## src/rtl/bmd_256_timestamp_drain.sv

```systemverilog
// Drains the RX timestamp FIFO into 256-bit AXI-Stream beats, one sample per 32-bit lane.
// Optional macro BMD_TS_DELTA_EN: emit successive differences instead of raw samples.
module bmd_256_timestamp_drain #(
  parameter int TS_W  = 30,
  parameter int LANES = 8,
  parameter int CNT_W = 16
) (
  input  logic                  clk,
  input  logic                  rst_n,
  input  logic                  latency_reset_signal,
  input  logic                  fifo_read_trigger,
  input  logic                  fifo_empty,
  input  logic [TS_W-1:0]       fifo_dout,
  output logic                  fifo_rd_en,
  output logic [LANES*32-1:0]   m_tdata,
  output logic [LANES-1:0]      m_tkeep,
  output logic                  m_tvalid,
  output logic                  m_tlast,
  input  logic                  m_tready,
  output logic [CNT_W-1:0]      beat_count,
  output logic                  drain_done
);

  localparam int LC_W = $clog2(LANES + 1);

  typedef enum logic [1:0] {IDLE, FILL, SEND, DONE} state_t;

  state_t            state_reg, state_next;
  logic              clr;
  logic [LC_W-1:0]   lane_cnt_reg;
  logic [LC_W-1:0]   req_cnt_reg;
  logic              rd_pend_reg;
  logic              last_reg;
  logic [CNT_W-1:0]  beat_count_reg;
  logic              drain_done_reg;
  logic              pop;
  logic              handshake;
  logic [TS_W-1:0]   cap_val;

  // Soft clear behaves exactly like the hard reset.
  assign clr = !rst_n || latency_reset_signal;

  always_comb begin
    state_next = state_reg;
    pop        = 1'b0;
    case (state_reg)
      IDLE: begin
        if (fifo_read_trigger && !fifo_empty) state_next = FILL;
      end
      FILL: begin
        pop = !fifo_empty && (req_cnt_reg < LC_W'(LANES));
        if (lane_cnt_reg == LC_W'(LANES)) begin
          state_next = SEND;
        end else if (fifo_empty && (req_cnt_reg == lane_cnt_reg)) begin
          state_next = (lane_cnt_reg != '0) ? SEND : DONE;
        end
      end
      SEND: begin
        if (m_tready) state_next = last_reg ? DONE : FILL;
      end
      DONE: begin
        if (!fifo_read_trigger) state_next = IDLE;
      end
      default: state_next = IDLE;
    endcase
    if (clr) pop = 1'b0;
  end

  assign handshake  = (state_reg == SEND) && m_tready && !clr;
  assign fifo_rd_en = pop;
  assign m_tvalid   = (state_reg == SEND) && !clr;
  assign m_tlast    = m_tvalid && last_reg;
  assign beat_count = beat_count_reg;
  assign drain_done = drain_done_reg;

  always_ff @(posedge clk) begin
    if (clr) begin
      state_reg      <= IDLE;
      lane_cnt_reg   <= '0;
      req_cnt_reg    <= '0;
      rd_pend_reg    <= 1'b0;
      last_reg       <= 1'b0;
      beat_count_reg <= '0;
      drain_done_reg <= 1'b0;
    end else begin
      state_reg      <= state_next;
      rd_pend_reg    <= pop;
      drain_done_reg <= (state_next == DONE) && (state_reg != DONE);
      // tlast is frozen at SEND entry so it cannot move while the beat waits for tready.
      if (state_reg == FILL && state_next == SEND) last_reg <= fifo_empty;
      if (handshake) begin
        lane_cnt_reg <= '0;
        req_cnt_reg  <= '0;
        if (beat_count_reg != '1) beat_count_reg <= beat_count_reg + 1'b1;
      end else begin
        if (rd_pend_reg) lane_cnt_reg <= lane_cnt_reg + 1'b1;
        if (pop)         req_cnt_reg  <= req_cnt_reg + 1'b1;
      end
    end
  end

`ifdef BMD_TS_DELTA_EN
  logic [TS_W-1:0] prev_ts_reg;

  // prev_ts is zero at burst start, so the first sample passes through raw.
  assign cap_val = fifo_dout - prev_ts_reg;

  always_ff @(posedge clk) begin
    if (clr || state_reg == IDLE) begin
      prev_ts_reg <= '0;
    end else if (rd_pend_reg) begin
      prev_ts_reg <= fifo_dout;
    end
  end
`else
  assign cap_val = fifo_dout;
`endif

  generate
    for (genvar gi = 0; gi < LANES; gi++) begin : gen_lane
      logic [TS_W-1:0] lane_reg;
      logic            keep_reg;

      always_ff @(posedge clk) begin
        if (clr || handshake) begin
          lane_reg <= '0;
          keep_reg <= 1'b0;
        end else if (rd_pend_reg && lane_cnt_reg == LC_W'(gi)) begin
          lane_reg <= cap_val;
          keep_reg <= 1'b1;
        end
      end

      assign m_tdata[32*gi +: 32] = 32'(lane_reg);
      assign m_tkeep[gi]          = keep_reg;
    end
  endgenerate

endmodule
```

## config.mk

```make
export PLATFORM = sky130hd
export DESIGN_NAME = bmd_256_timestamp_drain
export DESIGN_NICKNAME = d
export VERILOG_FILES = /design/src/rtl/bmd_256_timestamp_drain.sv
export SDC_FILE = /design/constraint.sdc
export NUM_CORES = 1
export LEC_CHECK = 0
export CAP_MARGIN = 5
export CORE_MARGIN = 5
export CORE_UTILIZATION = 52
export CTS_BUF_LIST = sky130_fd_sc_hd__clkbuf_8
export DETAILED_ROUTE_END_ITERATION = 7
export GPL_TIMING_DRIVEN = 0
export PLACE_DENSITY = 0.95
export SLEW_MARGIN = 10
export SYNTH_ARGS = -nofsm -noshare
export SYNTH_HDL_FRONTEND = slang
export SYNTH_SLANG_ARGS = --single-unit
export TNS_END_PERCENT = 5
```

## constraint.sdc

```tcl
create_clock -name clk -period 4.85 [get_ports clk]
set_input_delay 0.97 -clock clk [delete_from_list [all_inputs] [get_ports clk]]
set_output_delay 0.97 -clock clk [all_outputs]
set_load 0.02 [all_outputs]
```

==> results.md <==
- The number of stages on the worst hold path is 2.
- The arrival time of data at the critical path endpoint is 2.98 ns.
- The hold slack is 0.453 ns.
- The portion of the post-synthesis area used by sequential elements is 54.0%.
- The pre-antenna-repair detailed-routing pass consisted of 5 iterations.
- The die covers 0.0227 mm^2.
- Synthesis produced 1,307 cells.
- The vias per cell is 5.47.
- The total of flip-flops plus latches after synthesis is 277.
- The transition time at the pin with the least slew margin is 0.678 ns.
- The number of nets in the finished design is 1,683.
- The initial antenna violation count is 0.
- The synthesis warning total is 0.
- The total routing resource utilization after global routing is 31.9%.
- The cell at the slowest stage of the critical path is clkdlybuf4s50_1.
- The final clock period utilization by the worst path is 81.4%.
- The distinct cell type count after synthesis is 48.
- The worst-skew pair later-pin latency is 0.57 ns.
- The endpoint type of the worst setup path is a primary output.
- The largest fanout on the critical path is 10.
- The relative area change from synthesis to final layout is 39.7%.
- The design draws 0.00457 W.
- The type of the worst setup path is primary input to primary output.
- The mean cell area of the mapped netlist is 7.86 um^2.
- The design area is 0.0144 mm^2.
- Summed over all layers, the routed wires come to 38.0 mm.
- At the end of routability-driven placement, the weighted congestion stood at 0.882.
- The cell area after technology mapping is 0.0103 mm^2.
- In this run the core area contains 51 standard-cell rows.
- The hold path startpoint is gen_lane[6].lane_reg[15].
- The root buffer cell chosen for the clock tree is clkbuf_8.
- The cell count of the worst reg-to-reg path is 8.
- The maximum clock frequency is 253 MHz.
- The number of post-CTS setup repair buffers is 0.
- TritonCTS built the clock tree.
- The flow ran to the end, and the final reports show no timing, DRC or antenna violations.
- For this configuration, the core starts out at a cell density of 52.8%.
- The nature of the critical path startpoint is a primary input.
- The number of hold violations in the final report is 0.
- The global-route wire length before repair is 56.2 mm.
- The post-detailed-route DRC marker count is 0.
- Clock-pin slew was measured on the worst setup and hold paths at 0.06 ns.
- Setup repair after global routing left no endpoint under its margin.
- Setup slack on the critical path of the routed design comes to 0.904 ns.
- The startpoint identified for the worst register-to-register timing path is lane_cnt_reg[0].
- Summing all placed instances gives a cell area of 0.0134 mm^2.
- The antenna diode count is 0.
- The die is 151 um wide.
- The placeable core area is 0.0195 mm^2.
- The minimum setup slack among reg-to-reg paths is 2.57 ns.
- The path with the worst hold slack has its endpoint at gen_lane[6].lane_reg[15].
- After the first detailed-routing iteration, the DRC count stood at 734.
- The tightest min-delay check is of the flip-flop to flip-flop type.
- The share of final-layout standard cells stronger than drive strength 1 is 9.32%.
- By instance count, the cell type seen most on the critical path is clkdlybuf4s50_1.
- Counting both buffers and inverters, the worst setup path holds a total of 3.
- After clock tree synthesis, the flow added hold-fix buffers numbering 0.
- Of the total power, combinational logic draws 3.3%.
- The async set-or-reset flop fraction in the synthesized netlist is 0%.
- The flip-flop count of the largest register after layout is 240.
- The time the worst path needs with I/O delays and setup is 3.95 ns.
- The buffer levels on the longest clock path is 3.
- Dividing the detail-routed wire length by the instance count gives 19.6 um.
- Data on the critical path is required at its endpoint by 3.88 ns.
- The count of buffers inserted at the top-level ports is 273.
- The number of global-route vias before repair came to 10,300.
- The accumulated negative setup slack is 0 ns.
- Detailed routing inserted a total of 10,600 vias.
- In this run, the clock network consumes 46.9% of the power.
- Entering global routing, the biggest net connects 12 pins.
- The internal power of the cells totals 0.00350 W.
- The synthesized design contains 0 enable-type register cells.
- The clock sink count is 277.
- Across the run, the number of max-cap violations was 0.
- Once detail routing completed, the nets flagged for antenna violations numbered 0.
- During I/O placement, the number of pins put on the boundary was 320.
- The total CTS buffers is 44.
- Setup violations remaining at the end of the flow were counted as 0.
- The net switching component of the power is 0.00107 W.
- After global routing the overflow that remains totals 0.
- Prior to clock tree synthesis, the placed netlist has a worst setup slack of 0.908 ns.
- The largest incremental delay on the critical path is 0.69 ns.
- In this run, flip-flops and latches consume 49.8% of the power.
- The primary flip-flop cell chosen by synthesis mapping is dfxtp_1.
- The worst clock skew is 0.0416 ns.
- The signal on the critical path passes through clkdlybuf4s50_1, nand2b_1, clkbuf_1, nor4_4, clkdlybuf4s50_1.
- The ratio of total power to cell area is 319 mW/mm^2.
- Of the total power, the share spent switching nets is 23.5%.
- The kind of cell with the highest combined delay along the critical path is buffers and inverters.
- The static leakage power is 4.81 nW.
- The die is 151 um tall.
- The final count of pins violating max slew is 0.
- The worst ir drop on vdd is 0.000264 V.
- The worst slew slack as a fraction of its limit is 54.8%.
- The total half-perimeter wirelength after legalization and detailed placement is 26.9 mm.
- The endpoint of the worst-slack reg-to-reg timing path is gen_lane[0].lane_reg[15].
- The H-tree depth is 2.
- The quantity of gates resized following cts is 0.
[synth_stat cells, types with 3 or more instances]
master / n / area share, %
inv_1: 7 / 0.26
o31ai_1: 3 / 0.22
ha_1: 6 / 0.73
buf_2: 47 / 2.3
dfxtp_1: 277 / 54
o21ai_0: 3 / 0.15
buf_4: 24 / 1.8
clkbuf_1: 67 / 2.4
nand4_1: 8 / 0.49
nor2b_1: 3 / 0.18
xor2_1: 10 / 0.85
nand2_1: 501 / 18
and3_1: 6 / 0.37
nor2_1: 35 / 1.3
buf_1: 4 / 0.15
and2_1: 6 / 0.37
mux2i_1: 4 / 0.39
nor3_1: 4 / 0.19
a21oi_1: 244 / 12
nand3_1: 10 / 0.49
xnor2_1: 7 / 0.60
[worst min-delay path: stages, from the launching register on]
cell,delay [ns]
dfxtp_1,0.31
nand2_1,0.05
a21oi_1,0.05
[logic make-up (layout without fill, tap and decap cells)]
kind of cell	after synthesis	in the layout	share of synthesized area, %
compound gates	261	261	13.1
xor+xnor	17	17	1.45
fa+ha+maj	6	6	0.730
buf+inv	150	502	7.00
flops	277	277	54.0
mux	4	4	0.390
other cells	1	16	0.0365
simple gates	591	591	23.3
[through the flow]
step	instances	util (%)
floorplan	1322	-
global placement	1860	68.8
detailed placement	1860	68.8
CTS	1939	73.8
global route	1939	73.8
finish	1939	73.8
[cells in the final DEF (no fill, tap or decap), types with 11 or more instances in the layout]
cell type        instances
clkbuf_8                62
conb_1                  16
dfxtp_1                277
clkinv_2                11
clkdlybuf4s50_1        273
buf_2                   47
buf_4                   24
nand2_1                501
nor2_1                  35
clkbuf_1                67
a21oi_1                244
[routing by layer]
| metal | vias to the layer above | track usage (%) | wire length [um] |
|---|---|---|---|
| met1 | 4987 | 36.1 | 13700 |
| met4 | 0 | 16.6 | 2030 |
| li1 | 4839 | - | - |
| met5 | - | 0 | 0 |
| met2 | 631 | 54.2 | 18000 |
| met3 | 144 | 9.57 | 4310 |
[how the worst max path moves through the flow]
stage	to	startpoint	slack, ns	cells after the start
final	fifo_rd_en	latency_reset_signal	0.90	5
after global routing	fifo_rd_en	latency_reset_signal	0.83	5
after CTS	fifo_rd_en	latency_reset_signal	0.91	5
after detailed placement	fifo_rd_en	latency_reset_signal	0.91	5
after global placement	fifo_rd_en	latency_reset_signal	0.97	5
after floorplan	fifo_rd_en	latency_reset_signal	2.09	3
[power by group through the flow]
stage | logic (W) | registers, W | clock network (W)
2_1_floorplan | 0.0000912 | 0.00233 | 0
3_3_place_gp | 0.000145 | 0.00233 | 0
3_5_place_dp | 0.000147 | 0.00233 | 0
4_1_cts | 0.000148 | 0.00228 | 0.00215
5_1_grt | 0.000159 | 0.00228 | 0.00226
6_report | 0.000152 | 0.00228 | 0.00215
[layout make-up]
type / count / area (um^2)
Clock inverter: 17 / 111
Sequential cell: 277 / 5550
Timing Repair Buffer: 273 / 2730
Clock buffer: 62 / 853
Tap cell: 265 / 332
Buffer: 143 / 693
Inverter: 7 / 26.3
Fill cell: 1343 / 5100
Multi-Input combinational cell: 895 / 4070
Power figures use the tool's default switching activity.
